### src/rtl/serial_deserializer_pkg.sv
// Shared types and constants for the serial deserializer.
// Pure declarations, no logic and no latency.
// No backpressure involvement.
package serial_deserializer_pkg;

    // Frame state: waiting for start, collecting bits, or holding a finished word.
    typedef enum logic [1:0] {
        ST_IDLE  = 2'd0,
        ST_SHIFT = 2'd1,
        ST_HOLD  = 2'd2
    } state_t;

    // Direction latched with start: right shift fills from MSB (LSB-first word).
    localparam logic DIR_LEFT  = 1'b0;
    localparam logic DIR_RIGHT = 1'b1;

endpackage

### src/rtl/deser_bit_counter.sv
// Bit counter for the deserializer: counts qualified bits, wraps at WIDTH-1.
// Terminal-count flag is combinational from the registered count.
// No backpressure; the parent decides when to enable or clear.
module deser_bit_counter #(
    parameter int WIDTH = 8
) (
    input  logic clk,
    input  logic reset,
    input  logic clr,
    input  logic en,
    output logic tc
);

    localparam int CW = $clog2(WIDTH);

    logic [CW-1:0] count_q, count_d;

    assign tc = (count_q == CW'(WIDTH - 1));

    // Clear wins over enable; the last bit of a word returns the count to zero.
    always_comb begin
        count_d = count_q;
        if (clr) begin
            count_d = '0;
        end else if (en) begin
            count_d = tc ? '0 : count_q + CW'(1);
        end
    end

    // Count register.
    always_ff @(posedge clk) begin
        if (reset) begin
            count_q <= '0;
        end else begin
            count_q <= count_d;
        end
    end

endmodule

### src/rtl/serial_deserializer.sv
// Assembles WIDTH serial bits (LSB- or MSB-first) into a word on a valid/ready output.
// Latency: out_valid rises one cycle after the last bit of the frame.
// While a word is pending, incoming bits are dropped and flag the sticky overrun.
module serial_deserializer
    import serial_deserializer_pkg::*;
#(
    parameter int WIDTH = 8
) (
    input  logic             clk,
    input  logic             reset,
    input  logic             start,
    input  logic             rl,
    input  logic             serial_in,
    input  logic             bit_valid,
    output logic [WIDTH-1:0] out,
    output logic             out_valid,
    input  logic             out_ready,
    output logic             busy,
    output logic             overrun
);

    state_t           state_q, state_d;
    logic             rl_q, rl_d;
    logic [WIDTH-1:0] sr_q, sr_d;
    logic [WIDTH-1:0] out_q, out_d;
    logic             out_valid_q, out_valid_d;
    logic             overrun_q, overrun_d;
    logic [WIDTH-1:0] shifted;
    logic             cnt_clr, cnt_en, cnt_tc;

    deser_bit_counter #(.WIDTH(WIDTH)) u_cnt (
        .clk   (clk),
        .reset (reset),
        .clr   (cnt_clr),
        .en    (cnt_en),
        .tc    (cnt_tc)
    );

    // Shift register value after accepting serial_in in the latched direction.
    always_comb begin
        if (rl_q == DIR_RIGHT) begin
            shifted = {serial_in, sr_q[WIDTH-1:1]};
        end else begin
            shifted = {sr_q[WIDTH-2:0], serial_in};
        end
    end

    // Next-state, datapath and handshake decisions.
    always_comb begin
        state_d     = state_q;
        rl_d        = rl_q;
        sr_d        = sr_q;
        out_d       = out_q;
        out_valid_d = out_valid_q;
        overrun_d   = overrun_q;
        cnt_clr     = 1'b0;
        cnt_en      = 1'b0;
        case (state_q)
            ST_IDLE: begin
                if (start) begin
                    rl_d      = rl;
                    sr_d      = '0;
                    cnt_clr   = 1'b1;
                    overrun_d = 1'b0;
                    state_d   = ST_SHIFT;
                end
            end
            ST_SHIFT: begin
                if (start) begin
                    // Restart discards partial bits and re-latches direction.
                    rl_d    = rl;
                    sr_d    = '0;
                    cnt_clr = 1'b1;
                end else if (bit_valid) begin
                    sr_d   = shifted;
                    cnt_en = 1'b1;
                    if (cnt_tc) begin
                        out_d       = shifted;
                        out_valid_d = 1'b1;
                        state_d     = ST_HOLD;
                    end
                end
            end
            ST_HOLD: begin
                if (out_valid_q && out_ready) begin
                    out_valid_d = 1'b0;
                    if (start) begin
                        rl_d      = rl;
                        sr_d      = '0;
                        cnt_clr   = 1'b1;
                        overrun_d = 1'b0;
                        state_d   = ST_SHIFT;
                    end else begin
                        if (bit_valid) begin
                            overrun_d = 1'b1;
                        end
                        state_d = ST_IDLE;
                    end
                end else if (bit_valid) begin
                    // No room for a new bit while the word waits.
                    overrun_d = 1'b1;
                end
            end
            default: begin
                state_d = ST_IDLE;
            end
        endcase
    end

    // State and datapath registers; reset drops any partial or pending word.
    always_ff @(posedge clk) begin
        if (reset) begin
            state_q     <= ST_IDLE;
            rl_q        <= DIR_LEFT;
            sr_q        <= '0;
            out_q       <= '0;
            out_valid_q <= 1'b0;
            overrun_q   <= 1'b0;
        end else begin
            state_q     <= state_d;
            rl_q        <= rl_d;
            sr_q        <= sr_d;
            out_q       <= out_d;
            out_valid_q <= out_valid_d;
            overrun_q   <= overrun_d;
        end
    end

    assign out       = out_q;
    assign out_valid = out_valid_q;
    assign overrun   = overrun_q;
    assign busy      = (state_q != ST_IDLE);

endmodule

### config.mk
export PLATFORM = sky130hd
export DESIGN_NAME = serial_deserializer
export DESIGN_NICKNAME = d
export VERILOG_FILES = /design/src/rtl/serial_deserializer_pkg.sv /design/src/rtl/deser_bit_counter.sv /design/src/rtl/serial_deserializer.sv
export SDC_FILE = /design/constraint.sdc
export NUM_CORES = 1
export LEC_CHECK = 0
export ABC_AREA = 0
export BUFFER_PORTS_ARGS = -buffer_cell sky130_fd_sc_hd__buf_2
export CORE_MARGIN = 1.5
export CORE_UTILIZATION = 53
export CTS_BUF_LIST = sky130_fd_sc_hd__clkbuf_4 sky130_fd_sc_hd__clkbuf_8 sky130_fd_sc_hd__clkbuf_16
export DETAILED_ROUTE_END_ITERATION = 16
export GPL_TIMING_DRIVEN = 0
export PLACE_DENSITY_LB_ADDON = 0.12
export SLEW_MARGIN = 30
export SYNTH_ARGS = -nofsm -noshare
export SYNTH_HDL_FRONTEND = slang
export SYNTH_SLANG_ARGS = --single-unit
### constraint.sdc
create_clock -name clk -period 1.55 [get_ports clk]
set_clock_uncertainty 0.05 [all_clocks]
set_input_delay 0.465 -clock clk [delete_from_list [all_inputs] [get_ports clk]]
set_output_delay 0.465 -clock clk [all_outputs]
set_load 0.05 [all_outputs]
==> summary.md, run 1 <==
| Metric | Value |
|---|---|
| Status | `finished, final reports clean` |
| Fin worst setup slack | `0.0439 ns` |
| Crit path arrival time | `0.99 ns` |
| Layout cells sized above 1 | `37.2%` |
| CTS tree | `yes` |
| Post-Layout Cell Count | `154` |
| First-pass GRT wire length | `3370 um` |
| Synthesized area per cell | `9.92 um2` |
| Worst Hold Class | `in2reg` |
| Setup CP Type | `reg2out` |
| H-tree depth | `1` |
| Register area | `488 um2` |
| Crit-path leading delay family | `flip-flops` |
| Number of max-cap violations | `0` |
| Dpl cells | `147` |
| Nets | `about 140` |
| Vias in the first global route | `between 700 and 800` |
| Crit-path slowest cell | `dfxtp_4` |
| Clock Latency Late Sink | `0.31 ns` |
| Largest net degree at the start of global routing | `14` |
| Syn Std Cell Area | `1050 um2` |
| M3 GR Usage | `under 10%` |
| Die area | `2260 um2` |
| Synth Instances | `106` |
| Clk slew on worst S/H paths | `around 0.12 ns` |
| Fill cells | `163` |
| Pre-CTS setup slack | `-0.0446 ns` |
| CTS buffer count | `3` |
| Footprint of the multi-input gates | `534 um2` |
| WL final | `2200 um` |
| Placer Congestion | `~0.74` |
| HPWL Detailed | `roughly 1500 um` |
| GR Util met1 | `approximately 28%` |
| Hold Vio Cnt, Final | `0` |
| # rows | `15` |
| Via Count | `913` |
| Area Overhead vs Synth | `19.2%` |
| Final setup TNS | `0 ns` |
| Critical path buffers and inverters | `2` |
| Buffers on Ports | `16` |
| DRC | `0` |
| Bufs on Longest Clock Path | `2` |
| Count of final max-slew check failures | `0` |
| Top cells by area, synth | `dfxtp_1 46%, nor3_1 9.0%, mux2_2 8.6%` |
| Sink Count | `24` |
| Crit path max fanout | `5` |
| Leak Pwr | `about 0.49 nW` |
| Chip width | `around 48 um` |
| CP cell instances | `inv_4, nand2_1, buf_6` |
| Syn Nets | `~120` |
| Minimum clock period | `around 1.5 ns` |
| Dpl cell area | `between 1000 and 1500 um2` |
| Initial antenna violation count | `0` |
| Routed wire per std cell | `14.3 um` |
| Hold Buf Count CTS | `0` |
| Design Area, Final | `between 1000 and 1500 um2` |
| Final setup viols | `0` |
| # IOs | `18` |
| Pwr dens | `~830 nW/um2` |
| Worst Setup Start Kind | `flop` |
| Total global-route track usage | `between 20% and 30%` |
| Tot Pwr | `0.00104 W` |
| Die Y-Extent | `47.5 um` |
| # diodes | `0` |
| Met2 Use GR | `32.2%` |
| Sequential share of the synthesized area | `45.7%` |
| Post-route ant nets | `0` |
| Via-to-Cell Ratio | `5.93` |
| Fmax | `around 660 MHz` |
| Drt initial violations | `29` |
| YS warnings | `0` |
| VDD IR max | `around 0.76 mV` |
| Post-synth top area cell | `dfxtp_1` |
| Starting Density | `58.3%` |
| CTS root buf | `clkbuf_4` |
| Core area | `1800 um2` |
| Worst path max stage delay | `0.39 ns` |
| Worst-Margin Slew | `about 0.53 ns` |
| DRT Pass-1 Iters | `4` |
| Commonest non-fill, non-tap cell in the layout | `dfxtp_1` |
| Max_slew headroom | `64.5%` |
| Period utilization | `a little over nine tenths` |
| Aggregate global routing overflow | `0` |
| Critical path endpoint category | `output port` |
| Commonest non-fill, non-tap cells in the layout | `22 x dfxtp_1, 19 x nor3_1, 16 x buf_2` |
| Synth top area share | `45.7%` |
| Required arrival time at the worst endpoint | `1.03 ns` |
| Yosys cell types | `27` |
| Yosys reg bits | `24` |
| GRT busiest layer | `met2` |
[repair_timing]
| action | 4_1_cts | 5_1_grt |
|---|---|---|
| gates resized for setup | 7 | 9 |
| cloned | 0 | 1 |
| endpoints found under the setup margin | 1 | 12 |
| setup buffers | 0 | 2 |
[synth_stat cells (all sizes together)]
cell type and count:
nor3 19, o21ai 1, or3 1, mux2i 2
a22o 8, ha 2, a2111oi 1, clkbuf 3
nand3 1, mux2 8, a21o 2, nor2 2
dfxtp 24, nand2 4, inv 3, a21oi 10
and4b 1, a211oi 4, clkinv 1, nand2b 2
nand4bb 1, a32oi 1, o21ba 1, and4bb 1
buf 3
[tightest hold or removal path, stage by stage]
cell and delay [ns]:
buf_2 0.10, nand2b_1 0.06, mux2i_1 0.06
[logic make-up after synthesis]
family,Yosys count,share of synthesized area (%)
buffers and inverters,10,4.17
flip-flops,24,45.7
multiplexers,10,10.5
AO/OA/AOI/OAI,28,20.2
AND/OR/NAND/NOR,32,17.0
adder cells (fa/ha/maj),2,2.38
[worst paths after layout]
| path | from | end | slack [ns] | cells after the start |
|---|---|---|---|---|
| worst max-delay path | state_q[1]$_SDFFE_PP0P_ | busy | 0.04 | 3 |
| worst min-delay path | rl | rl_q$_SDFFE_PP0P_ | 0.36 | 3 |
| worst max register to register | state_q[0]$_SDFFE_PP0P_ | sr_q[7]$_SDFFE_PP0P_ | 0.08 | 4 |
| worst min register to register | u_cnt.count_q[1]$_SDFFE_PP0P_ | u_cnt.count_q[1]$_SDFFE_PP0P_ | 0.43 | 2 |
[area by class of cell]
cell class,count,area share (%)
clock buffers,4,2.90
multi-input cells,72,42.7
repair buffers,18,8.29
plain buffers,6,2.40
inverters,4,1.90
repair inverters,1,0.400
flip-flops and latches,24,39.0
well taps,25,2.50
[metrics by stage]
step	hold slack, ns	util, %
3_5_place_dp	0.414	64.5
4_1_cts	0.351	67.1
3_3_place_gp	0.405	64.5
5_1_grt	0.365	69.5
2_1_floorplan	0.390	-
6_report	0.356	69.5
[sequential cells by signal (all words and copies together) (netlist names)]
register,flops
state_q,2
out_valid,1
out,8
sr_q,8
overrun,1
u_cnt.count_q,3
rl_q,1
[layer usage]
metal | up-vias | wire length, um
met3 | 4 | 114
met4 | 0 | 26
met2 | 26 | 1010
met5 | - | 0
li1 | 444 | -
met1 | 439 | 1040
[power by group]
part	total (W)	internal [W]	switching, W
Sequential	0.000624	0.000619	0.00000427
Combinational	0.0000903	0.0000378	0.0000525
Clock	0.000327	0.000144	0.000184
Total	0.00104	0.000801	0.000240
Note: power is estimated with default switching activity, not from simulation.
==> run 2, diff against run 1 <==
--- a/config.mk
+++ b/config.mk
@@ -8,6 +8,8 @@
 export ABC_AREA = 0
 export BUFFER_PORTS_ARGS = -buffer_cell sky130_fd_sc_hd__buf_2
+export CELL_PAD_IN_SITES_DETAIL_PLACEMENT = 1
+export CELL_PAD_IN_SITES_GLOBAL_PLACEMENT = 1
 export CORE_MARGIN = 1.5
-export CORE_UTILIZATION = 53
+export CORE_UTILIZATION = 41
 export CTS_BUF_LIST = sky130_fd_sc_hd__clkbuf_4 sky130_fd_sc_hd__clkbuf_8 sky130_fd_sc_hd__clkbuf_16
 export DETAILED_ROUTE_END_ITERATION = 16
==> constraint.sdc (replaced) <==
create_clock -name clk -period 1.55 [get_ports clk]
set_clock_uncertainty 0.05 [all_clocks]
set_input_delay 0.2325 -clock clk [delete_from_list [all_inputs] [get_ports clk]]
set_output_delay 0.2325 -clock clk [all_outputs]
set_load 0.05 [all_outputs]
==> summary.md, run 2 (synthesized netlist as in run 1, its figures left out) <==
| Metric | Value |
|---|---|
| Crit path max fanout | `4 (-1)` |
| Die Y-Extent | `53.6 um (+13%)` |
| Buffers on Ports | `16 (unchanged)` |
| RSZ-0062 raised after global routing | `no` |
| Footprint of the multi-input gates | `537 um2 (+0.47%)` |
| Int Power | `0.000915 W (+14%)` |
| Layout cells sized above 1 | `34.1% (-3.1 points)` |
| Max_slew headroom | `64.1% (-0.44 points)` |
| Core area | `2450 um2 (+36%)` |
| Status | `finished, final reports clean` |
| CTS root buf | `clkbuf_4` |
| CTS buffer count | `3 (unchanged)` |
| Via Count | `851 (-6.8%)` |
| Period utilization | `95.1% (-2.1 points)` |
| Clk slew on worst S/H paths | `0.14 ns (+0.02 ns)` |
| Worst-Margin Slew | `0.539 ns (+0.00850 ns)` |
| Worst path depth | `4 (+1)` |
| Register area | `483 um2 (-1.0%)` |
| Commonest non-fill, non-tap cells in the layout | `22 x dfxtp_1, 18 x buf_2, 18 x nor3_1` |
| Pre-CTS setup slack | `-0.0000593 ns (+0.0446 ns)` |
| # diodes | `0 (unchanged)` |
| Post-route ant nets | `0 (unchanged)` |
| Crit-path slowest cell | `or3_1` |
| Die area | `2880 um2 (+27%)` |
| Minimum clock period | `1.47 ns (-0.0320 ns)` |
| WHS Endpoint | `rl_q$_SDFFE_PP0P_` |
| Tot Pwr | `0.00117 W (+12%)` |
| Count of final max-slew check failures | `0 (unchanged)` |
| Post-CTS Setup Bufs | `0 (unchanged)` |
| Via-to-Cell Ratio | `5.46 (-8.0%)` |
| Hold Crit Start | `rl` |
| Switching part of the total | `21.7% (-1.4 points)` |
| Fmax | `678 MHz (+2.2%)` |
| VDD IR max | `0.636 mV (-17%)` |
| Largest net degree at the start of global routing | `15 (+1)` |
| Crit-path leading delay family | `adder cells` |
| Required arrival time at the worst endpoint | `1.75 ns (+0.72 ns)` |
| Vias in the first global route | `856 (+9.7%)` |
| Hold Vio Cnt, Final | `0 (unchanged)` |
| Drt initial violations | `11 (-62%)` |
| Number of max-cap violations | `0 (unchanged)` |
| Starting Density | `42.8% (-16 points)` |
| Reg2reg setup slack | `0.08 ns (about the same)` |
| Worst Hold Class | `in2reg` |
| Final setup viols | `0 (unchanged)` |
| Bufs on Longest Clock Path | `2 (unchanged)` |
| Clock Latency Late Sink | `0.32 ns (about the same)` |
| Nets | `136 (-2.2%)` |
| Area Overhead vs Synth | `17.9%` |
| # IOs | `18 (unchanged)` |
| R2r worst-path depth | `4 (unchanged)` |
| Hold Buf Count CTS | `0 (unchanged)` |
| Leak Pwr | `0.490 nW (-0.17%)` |
| Share of power burned in the clock network | `39.4% (+8.0 points)` |
| DRT Pass-1 Iters | `4 (unchanged)` |
| Initial antenna violation count | `0 (unchanged)` |
| Placer Congestion | `0.670 (-9.9%)` |
| First-pass GRT wire length | `3840 um (+14%)` |
| Part of the power in registers | `53.6% (-6.3 points)` |
| Sink Count | `24 (unchanged)` |
| Routed wire per std cell | `15.4 um (+7.8%)` |
| Fill cells | `295 (+81%)` |
| Cell mode on critical path | `ha_1` |
| Chip width | `53.6 um (+13%)` |
| Worst path max stage delay | `0.37 ns (-0.02 ns)` |
| H-tree depth | `1 (unchanged)` |
| Pwr dens | `943 nW/um2 (+13%)` |
| Critical path buffers and inverters | `0 (-2)` |
| Total global-route track usage | `18.5% (-2.7 points)` |
| WL final | `2400 um (+9.2%)` |
| R2r endpoint | `u_cnt.count_q[0]$_SDFFE_PP0P_` |
| HPWL Detailed | `1790 um (+15%)` |
| Hold_ws | `0.118 ns (-0.238 ns)` |
| Combinational Power Share | `7.0% (-1.7 points)` |
| Aggregate global routing overflow | `0 (unchanged)` |
| Crit path arrival time | `1.67 ns (+0.68 ns)` |
| CP cell instances | `ha_1, ha_1, or3_1, a211oi_2` |
| Setup CP Type | `reg2reg` |
| Min-Delay Path Depth | `3 (unchanged)` |
| R2r startpoint | `u_cnt.count_q[0]$_SDFFE_PP0P_` |
| DRC | `0 (unchanged)` |
| Fin worst setup slack | `0.0759 ns (+0.0320 ns)` |
| Commonest non-fill, non-tap cell in the layout | `dfxtp_1` |
| # rows | `18 (+3)` |
| CTS tree | `yes` |
| P_sw | `0.000253 W (+5.4%)` |
| Worst Setup Start Kind | `flop` |
| Critical path endpoint category | `flop` |
## run 2: cell types whose count changed in the layout (fill, tap and decap cells not counted), moves of 2 or more
cell / change
buf_4: -2
dfxtp_2: +2
inv_1: +2
dfxtp_4: -2
inv_4: -2
buf_2: +2
## run 2: final cells by class
| class | count | share of cell area (%) |
|---|---|---|
| inverters | 4 | 1.31 |
| flip-flops and latches | 24 | 39.0 |
| clock inverters | 1 | 2.42 |
| well taps | 30 | 3.03 |
| repair buffers | 16 | 6.67 |
| plain buffers | 6 | 2.42 |
| clock buffers | 3 | 1.82 |
| multi-input cells | 72 | 43.3 |
## run 2: through the flow
step	instance area (um2)	utilization (%)	cells	TNS [ns]
final	1240	50.5	156	0
after CTS	1220	49.8	156	0
after detailed placement	1170	47.6	152	-0.0000593
after global routing	1240	50.5	156	0
after global placement	1170	47.6	152	0
after floorplan	1050	-	106	0
## run 2: what timing repair did
item,CTS,global route
gates cloned,0,0
gates resized for setup,2,6
setup endpoints to repair,8,9
## run 2: worst max-delay path by stage
stage                     slack (ns)                            end                     startpoint
after global placement          0.05            out[3]$_SDFFE_PP0P_  u_cnt.count_q[0]$_SDFFE_PP0P_
after detailed placement    -0.00006            out[1]$_SDFFE_PP0P_  u_cnt.count_q[0]$_SDFFE_PP0P_
after global routing            0.01            out[5]$_SDFFE_PP0P_  u_cnt.count_q[0]$_SDFFE_PP0P_
final                           0.08  u_cnt.count_q[0]$_SDFFE_PP0P_  u_cnt.count_q[0]$_SDFFE_PP0P_
after CTS                      0.002                           busy        state_q[0]$_SDFFE_PP0P_
after floorplan                 0.09           sr_q[0]$_SDFFE_PP0P_         out_valid$_SDFFE_PP0P_
## run 2: power by group through the flow
stage	sequential, W	combinational, W	clock, W
2_1_floorplan	0.000638	0.0000565	0
3_5_place_dp	0.000639	0.0000805	0
6_report	0.000627	0.0000819	0.000460
5_1_grt	0.000627	0.0000902	0.000493
3_3_place_gp	0.000639	0.0000781	0
4_1_cts	0.000626	0.0000804	0.000466
## run 2: worst register-to-register path: stages (launching register included)
cell      delay, ns
dfxtp_1        0.36
ha_1           0.21
ha_1           0.24
or3_1          0.38
a211oi_2       0.18
## run 2: layer usage
layer	global-route usage (%)	part of all wire, %	vias up
li1	-	-	433
met1	22.8	48	409
met2	32.9	50	7
met3	2.50	1.7	2
met4	6.41	0.50	0
met5	0	0	-
